--- src/rtl/puf_response_packer.sv ---
// Packs one PUF response bit per counter-done rising edge into a RESP_BITS word, first bit in the MSB.
// Optional: define PACKER_MARGIN_EN to add the per-bit `unstable` flag output.
module puf_response_packer #(
  parameter int         RESP_BITS = 16,
  parameter logic [6:0] THRESHOLD = 7'd64,
  parameter logic [6:0] MARGIN    = 7'd4
) (
  input  logic                 clk,
  input  logic                 reset,
  input  logic                 start,
  input  logic [6:0]           count_in,
  input  logic                 count_done,
  output logic                 cnt_en,
  output logic                 cnt_clr,
  output logic [RESP_BITS-1:0] resp_data,
  output logic                 resp_valid,
  input  logic                 resp_ready,
  output logic                 busy
`ifdef PACKER_MARGIN_EN
  ,
  output logic [RESP_BITS-1:0] unstable
`endif
);

  localparam int               IDX_W    = $clog2(RESP_BITS);
  localparam logic [IDX_W-1:0] LAST_IDX = IDX_W'(RESP_BITS - 1);

  typedef enum logic [1:0] {IDLE, CLEAR, COUNT, HOLD} state_t;

  state_t               state_q;
  logic [IDX_W-1:0]     idx_q;
  logic                 done_q;
  logic                 cnt_en_q;
  logic                 cnt_clr_q;
  logic                 resp_valid_q;
  logic                 busy_q;
  logic [RESP_BITS-1:0] shift_q;

  logic capture_d;
  logic resp_bit_d;

  // Only a fresh low-to-high transition of count_done inside COUNT captures a bit.
  assign capture_d  = (state_q == COUNT) && count_done && !done_q;
  assign resp_bit_d = (count_in >= THRESHOLD);

  always_ff @(posedge clk or negedge reset) begin
    if (!reset) begin
      state_q      <= IDLE;
      idx_q        <= '0;
      done_q       <= 1'b0;
      cnt_en_q     <= 1'b0;
      cnt_clr_q    <= 1'b0;
      resp_valid_q <= 1'b0;
      busy_q       <= 1'b0;
      shift_q      <= '0;
    end else begin
      case (state_q)
        IDLE: begin
          cnt_en_q  <= 1'b0;
          cnt_clr_q <= 1'b0;
          if (start) begin
            state_q   <= CLEAR;
            idx_q     <= '0;
            shift_q   <= '0;
            cnt_clr_q <= 1'b1;
            busy_q    <= 1'b1;
          end
        end
        CLEAR: begin
          // Force done_q high so a done level left over from the last bit is not taken as an edge.
          done_q    <= 1'b1;
          cnt_clr_q <= 1'b0;
          cnt_en_q  <= 1'b1;
          state_q   <= COUNT;
        end
        COUNT: begin
          done_q <= count_done;
          if (capture_d) begin
            shift_q  <= {shift_q[RESP_BITS-2:0], resp_bit_d};
            cnt_en_q <= 1'b0;
            if (idx_q == LAST_IDX) begin
              state_q      <= HOLD;
              resp_valid_q <= 1'b1;
            end else begin
              idx_q     <= idx_q + 1'b1;
              state_q   <= CLEAR;
              cnt_clr_q <= 1'b1;
            end
          end
        end
        HOLD: begin
          if (resp_ready) begin
            state_q      <= IDLE;
            resp_valid_q <= 1'b0;
            busy_q       <= 1'b0;
          end
        end
        default: state_q <= IDLE;
      endcase
    end
  end

  assign cnt_en     = cnt_en_q;
  assign cnt_clr    = cnt_clr_q;
  assign resp_valid = resp_valid_q;
  assign busy       = busy_q;
  assign resp_data  = shift_q;

`ifdef PACKER_MARGIN_EN
  logic [RESP_BITS-1:0] unstable_q;
  logic [7:0]           diff_d;
  logic [7:0]           mag_d;
  logic                 unstable_bit_d;

  // Signed 8-bit distance from threshold; a bit this close may flip between acquisitions.
  assign diff_d         = {1'b0, count_in} - {1'b0, THRESHOLD};
  assign mag_d          = diff_d[7] ? (8'd0 - diff_d) : diff_d;
  assign unstable_bit_d = (mag_d < {1'b0, MARGIN});

  always_ff @(posedge clk or negedge reset) begin
    if (!reset) begin
      unstable_q <= '0;
    end else if (state_q == IDLE && start) begin
      unstable_q <= '0;
    end else if (capture_d) begin
      unstable_q <= {unstable_q[RESP_BITS-2:0], unstable_bit_d};
    end
  end

  assign unstable = unstable_q;
`endif

endmodule

--- config.mk ---
export PLATFORM = sky130hd
export DESIGN_NAME = puf_response_packer
export DESIGN_NICKNAME = d
export VERILOG_FILES = /design/src/rtl/puf_response_packer.sv
export SDC_FILE = /design/constraint.sdc
export NUM_CORES = 1
export LEC_CHECK = 0
export ABC_AREA = 1
export ABC_CLOCK_PERIOD_IN_PS = 3900
export BUFFER_PORTS_ARGS = -buffer_cell sky130_fd_sc_hd__buf_2
export CAP_MARGIN = 40
export CELL_PAD_IN_SITES_DETAIL_PLACEMENT = 1
export CELL_PAD_IN_SITES_GLOBAL_PLACEMENT = 2
export CORE_AREA = 2 2 60 84
export DETAILED_ROUTE_END_ITERATION = 8
export DIE_AREA = 0 0 62 86
export GPL_ROUTABILITY_DRIVEN = 0
export PLACE_DENSITY_LB_ADDON = 0.2
export SLEW_MARGIN = 20
export SYNTH_ARGS = -nofsm -noshare
export SYNTH_HDL_FRONTEND = slang
export SYNTH_SLANG_ARGS = --single-unit
export TNS_END_PERCENT = 30
--- constraint.sdc ---
create_clock -name clk -period 3.9 [get_ports clk]
set_input_delay 0.78 -clock clk [delete_from_list [all_inputs] [get_ports clk]]
set_output_delay 0.78 -clock clk [all_outputs]
set_load 0.01 [all_outputs]
# Yosys cells after proc, flatten, opt, wreduce, memory -nomap -nowiden
# Index checks and enable logic that the tools add are counted.
[totals]
regBits = 27
inputBits = 12
word_cells = 60
[op_classes]
addsub = 1
magnitude_cmp = 1
n_eq_ne = 9
muxes = 25
n_reduce_logical = 16
[op_table]
columns = ["op", "n"]
rows = [
  ["$mux 16", 2],
  ["$pmux 16 s2", 1],
  ["$mux 4", 3],
  ["$reduce_and 3->1", 4],
  ["$mux 1", 8],
  ["$mux 2", 4],
  ["$ne 2x2->1 const B", 4],
  ["$pmux 2 s4", 1],
  ["$pmux 4 s2", 1],
  ["$reduce_and 4->1", 2],
  ["$reduce_bool 2->1", 4],
  ["$ge 7x7->1 const B", 1],
  ["$pmux 1 s2", 3],
  ["$pmux 1 s3", 2],
  ["$add 4x1->4 const B", 1],
  ["$eq 2x2->1 const B", 2],
  ["$eq 4x4->1 const B", 1],
  ["$reduce_bool 3->1", 1],
  ["$eq 2x1->1 const B", 1],
  ["$logic_and 1x1->1", 2],
  ["$logic_not 2->1", 1],
  ["$ne 2x1->1 const B", 1],
  ["$reduce_and 2->1", 1],
  ["$logic_not 1->1", 1],
]

# Longest topological paths before layout
# Gate-level depths: netlist (run 1).
[logic_depth]
word_depth = 5
ltp_mapped = 10
mapped_depth_nobuf = 9

# Least setup slack after synthesis (run 1)
# OpenSTA, ideal clock, no wires.
[synth_timing]
kind = "reg2reg"
start = "reg state_q[0]"
end = "reg shift_q[13], in the netlist resp_data[13]"
arrival_ps = 1317
setup_slack_ps = 2466
path_stages_with_launch = 11
path_cell_list = "dfrtp_1 -> inv_1 -> ha_1 -> buf_6 -> inv_4 -> nand2_4 -> nand2_2 -> nand2_4 -> buf_6 -> nand2_2 -> o21ai_2"
[synth_via]
elab_chain_cells = 5
word_cells_on_any_way = 9
[synth_lines]
columns = ["element", "line", "source"]
rows = [
  ["from (decl)", "30", "state_t state_q;"],
  ["from (signal assigned)", "48", "state_q <= IDLE;"],
  ["from (signal assigned)", "62", "state_q <= CLEAR;"],
  ["from (signal assigned)", "74", "state_q <= COUNT;"],
  ["$eq 2x2->1", "43, 57", ""],
  ["$logic_and 1x1->1 (2 in a row)", "43", "assign capture_d = (state_q == COUNT) && count_done && !done_q;"],
  ["$ne 2x2->1 (no source line)", "--", ""],
  ["$reduce_and 3->1 (no source line)", "--", ""],
  ["to (signal assigned)", "79", "shift_q <= {shift_q[RESP_BITS-2:0], resp_bit_d};"],
  ["to (decl)", "37", "logic [RESP_BITS-1:0] shift_q;"],
]
# Several ways; a longest one is shown, not always the timed one.
# A chain may end at the register's enable or synchronous reset.

# Worst setup path in the final report (run 1)
[layout_timing]
start = "reg state_q[0]"
end = "reg shift_q[7], in the netlist resp_data[7]"
# Same word-level chain as after synthesis.

==> metrics.md, run 1 <==
| Metric | Value |
|---|---|
| Status | finished, final reports clean |
| Core Footprint | 4540 µm² |
| Fmax | 534 MHz |
| Worst path required time | 4.09 ns |
| MaxCap Viol Count | 0 |
| Post-synthesis cell count | 172 |
| Slowest stage delay, CP | 0.46 ns |
| Avg WL per Cell | 12.0 µm |
| Hold Path Origin | cnt_en$_DFFE_PN0P_ |
| Antenna viol nets, final | 0 |
| CP endpoint kind | flip-flop |
| IO Pins | 32 |
| Ant diodes | 0 |
| Number of synthesis warnings | 0 |
| Register area share after synthesis | 46.2% |
| Die W | 62 µm |
| Min-Delay Endpoint | cnt_en$_DFFE_PN0P_ |
| Most common cell on crit path | nand2_4 |
| Met1 Usage GRT | 14.6% |
| Full die area | 5330 µm² |
| Critical-path maximum fanout | 32 |
| GR Util met3 | 1.66% |
| Final slew viol count | 0 |
| Clk slew on worst S/H paths | 0.10 ns |
| Largest net degree at the start of global routing | 33 |
| Final Setup Violations | 0 |
| Setup Buffers After CTS | 0 |
| Layer with the highest usage | met2 |
| Setup TNS | 0 ns |
| Worst slew pin tran | 0.624 ns |
| Register bit total from synthesis | 27 |
| Initial Util | 32.2% |
| Post-CTS Resized | 0 |
| DRC | 0 |
| Layout Nets | 216 |
| Leak | 0.872 nW |
| Post-synth net total | 191 |
| Overflow after GRT | 0 |
| Worst setup path startpoint | state_q[0]$_DFFE_PN0P_ |
| Synth unique cells | 18 |
| Post-synthesis cell area | 1460 µm² |
| CP cell instances | inv_1 > ha_1 > buf_4 > inv_4 > nand2_4 > nand2_2 > nand2_4 > nand2_1 > o21ai_2 |
| CP arrival | 2.06 ns |
| CTS buffer count | 3 |
| Chip height | 86 µm |
| Fill cell count | 584 |
| Hold Crit Class | flip-flop to flip-flop |
| Routed vias | 1,162 |
| Post-route insts no fill | 258 |
| FF-to-FF End | resp_data[7]$_DFFE_PN0P_ |
| Worst Reg-to-Reg Cells | 9 |
| # rows | 29 |
| Drt pass-1 iters | 3 |
| Iteration-0 DRC Markers | 12 |
| Maximum vdd drop | 369 µV |
| Worst Skew | 0.00891 ns |
| Slew HR | 58.4% |
| Initial antenna violation count | 0 |
| Overall power | 0.00100 W |
| Slowest cell on crit path | dfrtp_1 |
| Cell Pwr Density | 601 nW/µm² |
| P&R area growth vs syn | 13.8% |
| Tcrit/Tclk final | 48.0% |
| Max clock buf depth | 2 |
| Mean post-synth cell area | 8.50 µm² |
| R2R Setup Slk | 2.03 ns |
| Hpwl dp | 2290 µm |
| Most common cell after layout, fill and taps aside | nand2_1 |
| Crit path launch type | flip-flop |
| Crit Path Category | flip-flop to flip-flop |
| Hold Vio Cnt, Final | 0 |
| Port buffer count | 25 |
| M2 GR Usage | 23.1% |
| Hold Buf Count CTS | 0 |
| Unrepaired setup endpoints after global routing | no |
| Period minus WS final | 1.87 ns |
| # clock sinks | 27 |
| CTS tree | built |
| Most frequent cells in the layout | 57 x nand2_1, 27 x dfrtp_1, 25 x buf_2 |
| Hold Slack | 0.488 ns |
| Share of cells above drive strength 1 | 29.6% |
| Clk_lat worst skew | 0.27 ns |
| Hold Path Depth | 2 |
| Placed Cells | 254 |
| Vias in the first global route | 1,192 |
| Worst r2r src | state_q[0]$_DFFE_PN0P_ |
| First-pass GRT wire length | 5290 µm |
| GRT Total Usage | 12.6% |
| H-Tree Depth | 1 |
| DRT Wirelength | 3090 µm |
| CTS Root Cell | clkbuf_8 |
| Vias per cell | 4.50 |
## worst max-delay path by stage
stage	end	slack (ns)	cells after the start
detailed placement	resp_data[1]$_DFFE_PN0P_	2.01	9
global route	resp_data[7]$_DFFE_PN0P_	1.82	9
global placement	resp_data[7]$_DFFE_PN0P_	2.06	9
finish	resp_data[7]$_DFFE_PN0P_	2.03	9
floorplan	resp_data[13]$_DFFE_PN0P_	2.47	10
CTS	resp_data[7]$_DFFE_PN0P_	1.98	9
## state kept, by name (all words and copies together) (netlist names)
name	cells
busy	1
cnt_en	1
resp_data	16
resp_valid	1
state_q	2
cnt_clr	1
done_q	1
idx_q	4
## kinds of logic (layout without fill, tap and decap cells)
group	after synthesis	after routing	share of synthesized area, %
simple gates	90	90	26.5
flops	27	27	46.2
buf+inv	22	46	8.04
compound gates	26	26	13.3
fa+ha+maj	7	7	5.99
## Yosys cell counts (all sizes together)
cell type | number | area share, %
a21oi | 3 | 1.0
buf | 6 | 3.8
dfrtp | 27 | 46
ha | 7 | 6.0
inv | 16 | 4.3
nand2 | 66 | 19
nand3 | 8 | 2.7
nand3b | 1 | 0.51
nor2 | 14 | 3.8
nor3 | 1 | 0.34
o21ai | 23 | 12
## through the flow
stage	utilization (%)	setup WS, ns	instance area [µm²]
final	36.7	2.03	1660
after global routing	36.7	1.82	1660
after CTS	36.7	1.98	1660
after detailed placement	35.7	2.01	1620
after global placement	35.7	2.06	1620
after floorplan	-	2.47	1460
## where the power goes
group / internal [W] / switching (W)
sequential: 0.000330 / 0.0000388
combinational: 0.000142 / 0.000331
clock: 0.0000715 / 0.0000870
total: 0.000543 / 0.000457
## worst max-delay path: cells and delay by family (launching register included)
kind / cells / cell delay, ns
compound gates: 1 / 0.08
simple gates: 4 / 0.59
fa+ha+maj: 1 / 0.16
buf+inv: 3 / 0.51
flops: 1 / 0.46
## layout make-up
cell class | count | area [µm²] | share of cell area (%)
Multi-Input combinational cell | 123 | 669 | 40.2
Tap cell | 62 | 77.6 | 4.66
Inverter | 16 | 62.6 | 3.76
Sequential cell | 27 | 676 | 40.6
Timing Repair Buffer | 26 | 133 | 7.97
Clock inverter | 1 | 5.00 | 0.301
Clock buffer | 3 | 41.3 | 2.48
## routing by layer
| metal | wire length (µm) | vias to the layer above |
|---|---|---|
| met2 | 1700 | 18 |
| met3 | 109 | 2 |
| met1 | 1260 | 559 |
| li1 | - | 583 |
| met5 | 0 | - |
| met4 | 23 | 0 |
Note: power is estimated with default switching activity, not from simulation.
==> run 2, diff against run 1 <==
--- a/config.mk
+++ b/config.mk
@@ -5,15 +5,15 @@
 export SDC_FILE = /design/constraint.sdc
 export NUM_CORES = 1
 export LEC_CHECK = 0
-export ABC_AREA = 1
-export ABC_CLOCK_PERIOD_IN_PS = 3900
+export ABC_AREA = 0
+export ABC_CLOCK_PERIOD_IN_PS = 1800
 export BUFFER_PORTS_ARGS = -buffer_cell sky130_fd_sc_hd__buf_2
 export CAP_MARGIN = 40
 export CELL_PAD_IN_SITES_DETAIL_PLACEMENT = 1
 export CELL_PAD_IN_SITES_GLOBAL_PLACEMENT = 2
-export CORE_AREA = 2 2 60 84
+export CORE_AREA = 2 2 58 82
 export DETAILED_ROUTE_END_ITERATION = 8
-export DIE_AREA = 0 0 62 86
+export DIE_AREA = 0 0 60 84
 export GPL_ROUTABILITY_DRIVEN = 0
 export PLACE_DENSITY_LB_ADDON = 0.2
 export SLEW_MARGIN = 20
==> constraint.sdc (replaced) <==
create_clock -name clk -period 1.8 [get_ports clk]
set_input_delay 0.36 -clock clk [delete_from_list [all_inputs] [get_ports clk]]
set_output_delay 0.36 -clock clk [all_outputs]
set_load 0.01 [all_outputs]
==> run 2 against run 1 <==
Combinational power rose to 2.7 times the previous value. Largest power group unchanged. Sequential share of layout area is 0.21 points lower. Largest cell class unchanged. Critical endpoint is now cnt_clr$_DFFE_PN0P_. First-iteration DRC count grew to 2.7 times the previous value. Clock-buffer cell count is 1 higher. Register-to-register slack got worse by 1.9 ns. Clock power is 120% higher. Total power grew 140%. Routed wire length increased by 1.3%. Flip-flop and latch count did not move. Sequential power rose by 120%. Non-clock buffer count up 14. Final cell count decreased by 7.8%.
==> metrics.md, run 2 <==
| Metric | Value |
|---|---|
| Register bit total from synthesis | 27 |
| Comb pwr share | 52.6% |
| Chip height | 84 µm |
| Final Util | 38.1% |
| Clock power share | 14.1% |
| Cell internal pwr | 0.00145 W |
| Max clock buf depth | 2 |
| Max reg flops | 16 |
| CTS Root Cell | clkbuf_8 |
| CTS tree | built |
| Register area | 676 µm² |
| Number of synthesis warnings | 0 |
| Synth top cells by count | 38 x nand2_1, 27 x dfrtp_1, 23 x nand3_1, 7 x a21oi_1, 7 x ha_1 |
| # rows | 29 |
| Clk_lat worst skew | 0.27 ns |
| CTS buffer count | 3 |
| Worst slew pin tran | 0.626 ns |
| Crit Path Category | flip-flop to flip-flop |
| Routed vias | 1,093 |
| Buf/Inv on CP | 2 |
| Synth area leader | dfrtp_1 |
| Most common cell after layout, fill and taps aside | nand2_1 |
| Flop pwr share | 33.3% |
| Full die area | 5040 µm² |
| DRC | 0 |
| Final WS setup | 0.112 ns |
| GRT Total Usage | 13.8% |
| Synth top area cells | dfrtp_1 50%, nand2_1 11%, nand3_1 8.6% |
| Tcrit/Tclk final | 93.8% |
| Antenna viol nets, final | 0 |
| Hold Buf Count CTS | 0 |
| Sw Ratio | 39.9% |
| Status | finished, final reports clean |
| CP cell instances | inv_1 > ha_2 > buf_4 > and2_1 > nor3b_2 > mux2_2 |
| Initial antenna violation count | 0 |
| Prevailing post-synth register cell | dfrtp_1 |
| Drt pass-1 iters | 4 |
| # clock sinks | 27 |
| Post-synth top area share | 50.4% |
| Worst Skew | 0.00621 ns |
| Vias in the first global route | 1,156 |
| Most frequent cells in the layout | 38 x nand2_1, 27 x dfrtp_1, 25 x buf_2 |
| IO Pins | 32 |
| Core Footprint | 4390 µm² |
| Synth unique cells | 31 |
| Vias per cell | 4.59 |
| Final Setup Violations | 0 |
| Sw Pwr | 0.000964 W |
| Final slew viol count | 0 |
| Hold Crit Class | input pin to asynchronous set/reset pin |
| Ant diodes | 0 |
| Overall power | 0.00242 W |
| Crit path launch type | flip-flop |
| Worst path required time | 1.96 ns |
| CP endpoint kind | flip-flop |
| Overflow after GRT | 0 |
| Slew HR | 58.2% |
| Port buffer count | 25 |
| Share of cells above drive strength 1 | 30.7% |
| Post-synthesis cell count | 139 |
| Initial Util | 30.6% |
| Hold Vio Cnt, Final | 0 |
| Post-synth EDFFs | 0 |
| H-Tree Depth | 1 |
| Setup TNS | 0 ns |
| Leak | 0.899 nW |
| Avg WL per Cell | 13.1 µm |
| Post-synth net total | 158 |
| Post-route cell area | 1670 µm² |
| Multi-input gate area | 618 µm² |
| Post-synthesis cell area | 1340 µm² |
| Most instantiated library cell after synthesis | nand2_1 |
| Delay-heaviest family, CP | simple AND/OR/NAND/NOR gates |
| Critical-path maximum fanout | 6 |
| CP arrival | 1.85 ns |
| Mean post-synth cell area | 9.65 µm² |
| Slowest stage delay, CP | 0.36 ns |
| Hpwl dp | 2310 µm |
| Synth async-reset ratio | 100% |
| DRT Wirelength | 3130 µm |
| Largest net degree at the start of global routing | 28 |
| Period minus WS final | 1.69 ns |
| Maximum vdd drop | 715 µV |
| P&R area growth vs syn | 24.7% |
| First-pass GRT wire length | 5350 µm |
| Fmax | 592 MHz |
| Die W | 60 µm |
| MaxCap Viol Count | 0 |
| Area after DPL | 1590 µm² |
| Cell Pwr Density | 1450 nW/µm² |
| Slowest cell on crit path | dfrtp_1 |
| Layout Nets | 196 |
| Unrepaired setup endpoints after global routing | no |
| Pre-CTS setup slack | -0.0181 ns |
| Iteration-0 DRC Markers | 32 |
| Fill cell count | 505 |
| Register area share after synthesis | 50.4% |
| Clk slew on worst S/H paths | 0.09 ns |
[run 2: cell count changes after synthesis, sizes merged, moves of 2 or more]
| cell | previous run | this run |
|---|---|---|
| nand2 | 66 | 38 |
| o21ai | 23 | 4 |
| nand3 | 8 | 23 |
| inv | 16 | 4 |
| nor2 | 14 | 4 |
| a21oi | 3 | 7 |
| mux2 | 0 | 3 |
| nand2b | 0 | 2 |
[run 2: area by class of cell]
| cell class | instances | area share, % |
|---|---|---|
| timing repair buffer | 40 | 14.4 |
| clock buffer | 4 | 2.69 |
| inverter | 4 | 0.898 |
| sequential | 27 | 40.4 |
| multi-input combinational | 101 | 36.9 |
| tap | 62 | 4.64 |
[run 2: worst paths after layout]
kind / from / endpoint / slack (ns) / cells after the start
hold reg to reg: resp_data[15]$_DFFE_PN0P_ / resp_data[15]$_DFFE_PN0P_ / 0.47 / 2
hold / removal: reset / resp_data[15]$_DFFE_PN0P_ / 0.1 / 1
min in group clk: count_in[6] / resp_data[0]$_DFFE_PN0P_ / 0.33 / 3
max in group asynchronous: reset / resp_valid$_DFFE_PN0P_ / 1.29 / 1
setup / recovery: state_q[0]$_DFFE_PN0P_ / cnt_clr$_DFFE_PN0P_ / 0.11 / 6
setup reg to reg: state_q[0]$_DFFE_PN0P_ / cnt_clr$_DFFE_PN0P_ / 0.11 / 6
[run 2: what timing repair did]
item / in CTS / in global routing
buffers inserted: 0 / 3
resized for setup: 2 / 1
hold endpoints to repair: 0 / 0
setup endpoints to repair: 3 / 14
[run 2: stage by stage]
step,instances,hold slack [ns]
2_1_floorplan,139,0.0644
3_3_place_gp,230,0.411
3_5_place_dp,231,0.413
4_1_cts,235,0.108
5_1_grt,238,0.129
6_report,238,0.0969
[run 2: logic make-up after synthesis]
family | share of synthesized area [%]
adders and majority gates | 6.53
DFF | 50.4
muxes | 2.80
AOI/OAI and AO/OA | 10.2
buffers and inverters | 4.66
and+or+nand+nor | 25.5
[run 2: power by group through the flow]
stage	combinational (W)	sequential (W)	clock, W
2_1_floorplan	0.000778	0.000846	0
3_3_place_gp	0.00112	0.000812	0
3_5_place_dp	0.00119	0.000820	0
4_1_cts	0.00123	0.000808	0.000361
5_1_grt	0.00143	0.000826	0.000375
6_report	0.00127	0.000805	0.000341
[run 2: per-layer routing]
layer / GRT usage [%] / share of wire, %
met5: 0 / 0
met4: 4.85 / 1.0
met3: 1.40 / 1.8
met2: 24.8 / 57
met1: 16.2 / 40
[run 2: worst register-to-register path, stage by stage, from the launching register on]
cell and delay, ns:
dfrtp_1 0.36, inv_1 0.08, ha_2 0.22, buf_4 0.16
and2_1 0.16, nor3b_2 0.23, mux2_2 0.37
